--- src/rtl/bram_selftest_seq.sv ---
// Self-test sequencer for a true dual-port BRAM: write pattern, read back, compare.
// Define BRAM_SELFTEST_INV_EN to add a second pass with the inverted pattern.
module bram_selftest_seq #(
    parameter int                    DATA_WIDTH = 16,
    parameter int                    ADDR_WIDTH = 10,
    parameter int                    RD_LAT     = 1,
    parameter logic [DATA_WIDTH-1:0] SEED       = '0
) (
    input  logic                  clk,
    input  logic                  reset,
    input  logic                  start,
    input  logic [DATA_WIDTH-1:0] q_a,
    input  logic [DATA_WIDTH-1:0] q_b,
    output logic [DATA_WIDTH-1:0] data_a,
    output logic [DATA_WIDTH-1:0] data_b,
    output logic [ADDR_WIDTH-1:0] addr_a,
    output logic [ADDR_WIDTH-1:0] addr_b,
    output logic                  we_a,
    output logic                  we_b,
    output logic                  busy,
    output logic                  done,
    output logic                  pass,
    output logic [ADDR_WIDTH:0]   err_count,
    output logic [ADDR_WIDTH-1:0] err_addr
);

    localparam int HALF = 1 << (ADDR_WIDTH - 1);
    localparam int CW   = ADDR_WIDTH + 1;
    localparam logic [ADDR_WIDTH-1:0] LAST_K = ADDR_WIDTH'(HALF - 1);
    localparam logic [ADDR_WIDTH-1:0] LAST_D = ADDR_WIDTH'(RD_LAT - 1);

    typedef enum logic [2:0] {
        S_IDLE,
        S_WRITE,
        S_READ,
        S_DRAIN,
        S_DONE
    } state_t;

    function automatic logic [DATA_WIDTH-1:0] pattern(
        input logic [ADDR_WIDTH-1:0] a,
        input logic                  inv
    );
        logic [DATA_WIDTH-1:0] w;
        w = '0;
        for (int i = 0; i < DATA_WIDTH && i < ADDR_WIDTH; i++) begin
            w[i] = a[i];
        end
        w = w ^ SEED;
        return inv ? ~w : w;
    endfunction

    // Step k covers the even/odd address pair {k, port}.
    function automatic logic [ADDR_WIDTH-1:0] addr_of(
        input logic [ADDR_WIDTH-1:0] k,
        input logic                  port
    );
        return ADDR_WIDTH'({k, port});
    endfunction

    state_t                state_q, state_d;
    logic [ADDR_WIDTH-1:0] k_q, k_d;
    logic                  inv_q, inv_d;

    logic                  pv_q [RD_LAT];
    logic                  pv_d [RD_LAT];
    logic [ADDR_WIDTH-1:0] pk_q [RD_LAT];
    logic [ADDR_WIDTH-1:0] pk_d [RD_LAT];
    logic                  pi_q [RD_LAT];
    logic                  pi_d [RD_LAT];

    logic [DATA_WIDTH-1:0] data_a_q, data_a_d;
    logic [DATA_WIDTH-1:0] data_b_q, data_b_d;
    logic [ADDR_WIDTH-1:0] addr_a_q, addr_a_d;
    logic [ADDR_WIDTH-1:0] addr_b_q, addr_b_d;
    logic                  we_q, we_d;
    logic                  busy_q, busy_d;
    logic                  done_q, done_d;
    logic                  pass_q, pass_d;
    logic [CW-1:0]         err_count_q, err_count_d;
    logic [ADDR_WIDTH-1:0] err_addr_q, err_addr_d;

    logic [ADDR_WIDTH-1:0] cmp_k;
    logic                  cmp_inv;
    logic                  mis_a, mis_b;
    logic [CW:0]           err_sum;

    // Expected-value pipe, aligned with the BRAM read latency.
    always_comb begin
        pv_d[0] = (state_q == S_READ);
        pk_d[0] = k_q;
        pi_d[0] = inv_q;
        for (int i = 1; i < RD_LAT; i++) begin
            pv_d[i] = pv_q[i-1];
            pk_d[i] = pk_q[i-1];
            pi_d[i] = pi_q[i-1];
        end
    end

    always_comb begin
        cmp_k   = pk_q[RD_LAT-1];
        cmp_inv = pi_q[RD_LAT-1];
        mis_a   = pv_q[RD_LAT-1]
                  && (q_a != pattern(addr_of(cmp_k, 1'b0), cmp_inv));
        mis_b   = pv_q[RD_LAT-1]
                  && (q_b != pattern(addr_of(cmp_k, 1'b1), cmp_inv));
        err_sum = {1'b0, err_count_q}
                  + (CW+1)'(mis_a) + (CW+1)'(mis_b);
    end

    always_comb begin
        state_d     = state_q;
        k_d         = k_q;
        inv_d       = inv_q;
        pass_d      = pass_q;
        err_count_d = err_count_q;
        err_addr_d  = err_addr_q;

        if (mis_a || mis_b) begin
            err_count_d = err_sum[CW] ? '1 : err_sum[CW-1:0];
            if (err_count_q == '0) begin
                err_addr_d = mis_a ? addr_of(cmp_k, 1'b0)
                                   : addr_of(cmp_k, 1'b1);
            end
        end

        case (state_q)
            S_IDLE: begin
                if (start) begin
                    state_d     = S_WRITE;
                    k_d         = '0;
                    inv_d       = 1'b0;
                    pass_d      = 1'b0;
                    err_count_d = '0;
                    err_addr_d  = '0;
                end
            end
            S_WRITE: begin
                if (k_q == LAST_K) begin
                    state_d = S_READ;
                    k_d     = '0;
                end else begin
                    k_d = k_q + 1'b1;
                end
            end
            S_READ: begin
                if (k_q == LAST_K) begin
                    state_d = S_DRAIN;
                    k_d     = '0;
                end else begin
                    k_d = k_q + 1'b1;
                end
            end
            S_DRAIN: begin
                if (k_q == LAST_D) begin
                    k_d = '0;
`ifdef BRAM_SELFTEST_INV_EN
                    if (!inv_q) begin
                        state_d = S_WRITE;
                        inv_d   = 1'b1;
                    end else begin
                        state_d = S_DONE;
                    end
`else
                    state_d = S_DONE;
`endif
                end else begin
                    k_d = k_q + 1'b1;
                end
            end
            S_DONE: state_d = S_IDLE;
            default: state_d = S_IDLE;
        endcase

        if (state_d == S_DONE) begin
            pass_d = (err_count_d == '0);
        end
    end

    // Outputs are registered, so they are derived from the next state.
    always_comb begin
        we_d     = (state_d == S_WRITE);
        busy_d   = (state_d == S_WRITE) || (state_d == S_READ)
                   || (state_d == S_DRAIN);
        done_d   = (state_d == S_DONE);
        addr_a_d = addr_a_q;
        addr_b_d = addr_b_q;
        data_a_d = '0;
        data_b_d = '0;
        if (state_d == S_WRITE || state_d == S_READ) begin
            addr_a_d = addr_of(k_d, 1'b0);
            addr_b_d = addr_of(k_d, 1'b1);
        end
        if (we_d) begin
            data_a_d = pattern(addr_of(k_d, 1'b0), inv_d);
            data_b_d = pattern(addr_of(k_d, 1'b1), inv_d);
        end
    end

    always_ff @(posedge clk or posedge reset) begin
        if (reset) begin
            state_q     <= S_IDLE;
            k_q         <= '0;
            inv_q       <= 1'b0;
            data_a_q    <= '0;
            data_b_q    <= '0;
            addr_a_q    <= '0;
            addr_b_q    <= '0;
            we_q        <= 1'b0;
            busy_q      <= 1'b0;
            done_q      <= 1'b0;
            pass_q      <= 1'b0;
            err_count_q <= '0;
            err_addr_q  <= '0;
            for (int i = 0; i < RD_LAT; i++) begin
                pv_q[i] <= 1'b0;
                pk_q[i] <= '0;
                pi_q[i] <= 1'b0;
            end
        end else begin
            state_q     <= state_d;
            k_q         <= k_d;
            inv_q       <= inv_d;
            data_a_q    <= data_a_d;
            data_b_q    <= data_b_d;
            addr_a_q    <= addr_a_d;
            addr_b_q    <= addr_b_d;
            we_q        <= we_d;
            busy_q      <= busy_d;
            done_q      <= done_d;
            pass_q      <= pass_d;
            err_count_q <= err_count_d;
            err_addr_q  <= err_addr_d;
            for (int i = 0; i < RD_LAT; i++) begin
                pv_q[i] <= pv_d[i];
                pk_q[i] <= pk_d[i];
                pi_q[i] <= pi_d[i];
            end
        end
    end

    assign data_a    = data_a_q;
    assign data_b    = data_b_q;
    assign addr_a    = addr_a_q;
    assign addr_b    = addr_b_q;
    assign we_a      = we_q;
    assign we_b      = we_q;
    assign busy      = busy_q;
    assign done      = done_q;
    assign pass      = pass_q;
    assign err_count = err_count_q;
    assign err_addr  = err_addr_q;

endmodule

--- config.mk ---
export PLATFORM = sky130hd
export DESIGN_NAME = bram_selftest_seq
export DESIGN_NICKNAME = d
export VERILOG_FILES = /design/src/rtl/bram_selftest_seq.sv
export SDC_FILE = /design/constraint.sdc
export NUM_CORES = 1
export LEC_CHECK = 0
export ABC_AREA = 1
export BUFFER_PORTS_ARGS = -buffer_cell sky130_fd_sc_hd__buf_2
export CAP_MARGIN = 20
export CORE_MARGIN = 2
export CORE_UTILIZATION = 46
export DETAILED_ROUTE_END_ITERATION = 10
export PLACE_DENSITY = 0.77
export SLEW_MARGIN = 40
export SYNTH_ARGS = -nofsm -noshare
export SYNTH_HDL_FRONTEND = slang
export SYNTH_SLANG_ARGS = --single-unit
--- constraint.sdc ---
create_clock -name clk -period 4.8 [get_ports clk]
set_input_delay 1.44 -clock clk [delete_from_list [all_inputs] [get_ports clk]]
set_output_delay 1.44 -clock clk [all_outputs]
set_load 0.05 [all_outputs]
---- Yosys cells after proc, flatten, opt, wreduce, memory -nomap -nowiden ----
Index checks and enable logic that the tools add are counted.
word-level totals
  bits of input ports ..................... 35
  bits in registers ....................... 101
  output and inout bits ................... 78
  latch bits .............................. 0
  memory bits (writable) .................. 0
  memories ................................ 0
  logic and storage cells ................. 79
  bits in read-only memories .............. 0
operators by class
  reduce and logical (&&, ||, !) cells .... 15
  shift-type cells ........................ 0
  div/mod/pow operators ................... 0
  mux-type cells .......................... 29
  $mul .................................... 0
  bitwise operators ....................... 4
  $lt $le $gt $ge ......................... 0
  equal/unequal tests ..................... 11
  $add $sub $neg .......................... 3
operators with widths
  cell                                                                    count
  16-bit two-way mux                                                      6
  10-bit two-way mux                                                      7
  10-bit NOT with 16-bit output                                           4
  11-bit two-way mux                                                      4
  16-bit != test                                                          2
  10-bit case mux with 3 select lines                                     1
  11-bit zero test                                                        2
  11-bit by 1-bit adder with 12-bit output                                1
  12-bit by 1-bit adder with 12-bit output                                1
  3-bit by 2-bit equality test with 1-bit output, second input constant   4
  3-bit two-way mux                                                       4
  3-bit case mux with 4 select lines                                      1
  10-bit by 1-bit adder with 10-bit output, second input constant         1
  10-bit by 9-bit equality test with 1-bit output, second input constant  1
  10-bit zero test                                                        1
  3-bit by 1-bit equality test with 1-bit output, second input constant   2
  1-bit two-way mux                                                       6
  2-bit AND reduction                                                     2
  2-bit nonzero test                                                      2
  3-bit equality test, second input constant                              1
  3-bit zero test                                                         1
  1-bit logical OR                                                        3
  3-bit nonzero test                                                      1
  1-bit logical AND                                                       2
  other kinds (2)                                                         2

---- Logic depth before layout (Yosys ltp) ----
  depth in word-level cells ............... 12
  gate-level depth with buffers ........... 26

---- Least setup slack after synthesis ----
OpenSTA, ideal clock, no wires.
  path type ............................... input -> register
  from .................................... in q_b[13]
  to ...................................... reg pass_q, in the netlist pass
  buffers on the path ..................... 1
  stages on the path ...................... 23
  path slack .............................. 1.044 ns
  data arrival time ....................... 3.689 ns
  setup time .............................. 0.067 ns
  cells stage by stage .................... nor3_1 > nand3_1 > nand2_1 > nand2_1 > nor2_1 > nand2_1 > nand2_2 > buf_4 > inv_1 > fa_1 > ha_1 > nand2_1 > nor3_1 > nand3_1 > xor2_1 > nand2_1 > nand2_1 > nand2_1 > nand2_1 > nand2_1 > nor2_1 > nand3_1 > nand2_1
between the ends
  word-level cells in the longest chain between the ends .. 9
RTL lines
  what                                      line  RTL
  start: declaration                        13    input logic [DATA_WIDTH-1:0] q_b,
  16-bit != test *                          106   && (q_b != pattern(addr_of(cmp_k, 1'b1), cmp_inv));
  1-bit logical AND *                       106
  12-bit by 1-bit adder with 12-bit output  108   + (CW+1)'(mis_a) + (CW+1)'(mis_b);
  11-bit two-way mux                        120   err_count_d = err_sum[CW] ? '1 : err_sum[CW-1:0];
  11-bit two-way mux *                      119   if (mis_a || mis_b) begin
  11-bit two-way mux                        129   if (start) begin
  11-bit two-way mux *                      127   case (state_q)
  11-bit zero test *                        176   pass_d = (err_count_d == '0);
  1-bit two-way mux *                       175   if (state_d == S_DONE) begin
  end signal: assignment                    231   pass_q <= pass_d;
  end: declaration                          79    logic pass_q, pass_d;
Every way passes the cells marked *; elsewhere a longest branch is shown, timed or not.
A chain may end at the register's enable or synchronous reset.

---- Worst setup path after layout ----
Ends and elaborated chain as after synthesis.

==> results.cfg <==
[drt]
ant_nets = 0
wire_per_inst_um = 13.0
drtIter0Drc = 175
vias = 3732
vias_per_cell = 5.02
drt-total-wl_um = 9700
route.detailed.drc = 0
drt_first_pass_iters = 5

[cells_and_area]
fill_cells = 853
utilization_pct = 55.3
seqCellArea_mm2 = 0.00178
area_growth_pct = 15.9
drive_gt1_share_pct = 24.8
nets = 670
final_common_cell = nand2_1
postLayoutCellArea_mm2 = 0.00484
multiInputGateArea_mm2 = 0.00179
num_antenna_cells = 0
final_cell_mix = nand2_1, buf_2, inv_1, dfrtp_1, nor2_1

[place]
dpl.hpwl_um = 7270
port_buffers = 111
dpl_cell_area_mm2 = 0.00457
gp_congestion = 0.937

[floorplan]
die_area_mm2 = 0.00986
fp.coreArea_mm2 = 0.00876
initial_core_util_pct = 47.7
die_y_um = 99.3
num_rows = 34
io_pins = 113
die_w_um = 99.3

[power]
leakagePower_nw = 2.77
peakVddDrop_uv = 173
p_per_area_mw_per_mm2 = 325

[critical_path]
worstPathCellList = buf_2 > nor3_1 > nand3_1 > nand2_1 > nand2_1 > nor2_1 > nand2_1 > nand2_2 > inv_1 > fa_1 > ha_1 > nand2_1 > nor3_1 > nand3_1 > xor2_1 > nand2_1 > nand2_1 > nand2_1 > nand2_1 > nand2_1 > nor2_1 > nand3_1 > nand2_1
path_common_cell = nand2_1
cp-end-kind = flop
r2r-end = pass$_DFFE_PP0P_
max_stage_delay_ns = 0.43
reg2regPathDepth = 25
crit_slowest_cell = fa_1
r2r_setup_slack_ns = 1.13
critical_path_class = input port to flop
start_kind = input port
cp.required_ns = 5.08
crit_fanout = 13
worstPathArrival_ns = 4.17
regToRegStartpoint = cmp_inv$_DFF_PP0_

[clock_network]
cts_tree = done
clk_latency_ns = 0.35
cts_root_buf = clkbuf_8
numCtsBuffers = 9
ctsResizeCount = 0
clkSinkCount = 71
cts_buffer_depth = 2
htree_levels = 3
post-cts-setup-buffers = 0
path_clk_slew_ns = 0.07
ctsHoldBuffers = 0

[logic_synthesis]
synth_seq_cells = 71
ys_warn_count = 0
synthArstFlopShare_pct = 100
syn_area_mm2 = 0.00418
ys_seq_area_share_pct = 42.5
yosysUniqueCellTypes = 39
syn_area_per_cell_um2 = 7.60
ys.flop_type = dfrtp_1
postSynthCellCount = 550
synth_nets = 589
synth-edff-count = 0

[global_routing]
grt_pass1_vias = 3499
use_met3_pct = 4.50
grtUsageTotal_pct = 20.1
grt_antenna_before_repair = 0
grtUsageMet2_pct = 33.0
grt_max_degree = 47
gr-usage-met1_pct = 26.5
grt_busiest_layer = met2
grt_overflow = 0
grt_pass1_wl_um = 16100

[min_path]
hold_path_end = cmp_inv$_DFF_PP0_
whs_path_depth = 0
hp-start = inv_q$_DFF_PP0_
min_path_type = flop to flop

[run]
maxCapViolCount = 0

[run_status]
status = finished, final reports clean

[timing]
grt_setup_unrepaired = false
hold_viol = 0
post-route-period-util_pct = 80.9
setup_viol = 0
whs_ns = 0.427
period_needed_ns = 3.88
fin_tns_setup_ns = 0
skew_ns = 0.0125
fmax_mhz = 258
max_slew.worst_pin.slew_ns = 0.817
slew_violations = 0
slew_headroom_pct = 45.4
report_power, final:
| part | internal [mW] | leakage [nW] | total [mW] | switching [mW] |
|---|---|---|---|---|
| logic | 0.0857 | 1.74 | 0.280 | 0.194 |
| registers | 0.618 | 0.891 | 0.649 | 0.0310 |
| clock network | 0.413 | 0.134 | 0.643 | 0.229 |
| total | 1.12 | 2.77 | 1.57 | 0.455 |
how the worst max path moves through the flow:
| stage | start | end | cells after the start |
|---|---|---|---|
| final | q_b[13] | pass$_DFFE_PP0P_ | 23 |
| after detailed placement | q_b[13] | pass$_DFFE_PP0P_ | 23 |
| after CTS | cmp_inv$_DFF_PP0_ | pass$_DFFE_PP0P_ | 24 |
| after floorplan | q_b[13] | pass$_DFFE_PP0P_ | 23 |
| after global routing | q_b[13] | pass$_DFFE_PP0P_ | 22 |
| after global placement | q_b[0] | pass$_DFFE_PP0P_ | 22 |
layout make-up:
| type | instances | area share [%] |
|---|---|---|
| Clock buffer | 11 | 2.92 |
| Clock inverter | 5 | 2.66 |
| Inverter | 81 | 6.33 |
| Multi-Input combinational cell | 356 | 37.0 |
| Sequential cell | 71 | 36.7 |
| Tap cell | 108 | 2.79 |
| Timing Repair Buffer | 112 | 11.6 |
registers in the layout (all words and copies together), names as in the netlist, 3 cells and up:
name / flops
err_addr: 10
cmp_k: 9
state_q: 3
err_count: 11
addr_b: 10
data_b: 11
k_q: 10
critical path, delay by kind of cell:
| kind | cells | cell delay, ns |
|---|---|---|
| adders and majority gates | 2 | 0.68 |
| buffers and inverters | 2 | 0.22 |
| and+or+nand+nor | 18 | 1.66 |
| xor gates and xnor gates | 1 | 0.17 |
cell usage after synthesis, types with 4 or more instances:
| cell type | n | area [um^2] |
|---|---|---|
| buf_4 | 37 | 278 |
| dfrtp_1 | 71 | 1780 |
| a21oi_1 | 16 | 80.1 |
| xnor2_1 | 4 | 35.0 |
| o22ai_1 | 4 | 25.0 |
| nand4_1 | 4 | 25.0 |
| inv_1 | 71 | 267 |
| xor2_1 | 15 | 131 |
| nor2_1 | 54 | 203 |
| o21ai_1 | 7 | 35.0 |
| nand2_1 | 135 | 507 |
| inv_2 | 9 | 33.8 |
| nor3_1 | 13 | 65.1 |
| nand3b_1 | 11 | 82.6 |
| o21ai_0 | 11 | 55.1 |
| nand3_1 | 52 | 260 |
stage by stage:
| step | power (mW) | instances | setup WS [ns] |
|---|---|---|---|
| final | 1.57 | 744 | 0.918 |
| after global routing | 1.64 | 744 | 0.611 |
| after CTS | 1.58 | 744 | 0.852 |
| after detailed placement | 0.939 | 728 | 0.586 |
| after global placement | 0.938 | 728 | 0.655 |
| after floorplan | 0.866 | 550 | 1.04 |
layer usage:
layer	up-vias	wire [um]
li1	1860	-
met1	1723	4360
met2	133	4540
met3	16	654
met4	0	148
met5	-	0
kinds of logic (layout without fill, tap and decap cells):
group           after synthesis  count (layout)  synth area share (%)
compound gates               44              44                  6.08
xor+xnor                     20              20                  4.37
fa+ha+maj                     4               4                  1.38
buf+inv                     123             209                  14.7
flops                        71              71                  42.5
other cells                   1               1                0.0898
simple gates                287             287                  30.8
No activity file was read; power rests on OpenSTA's default activity.
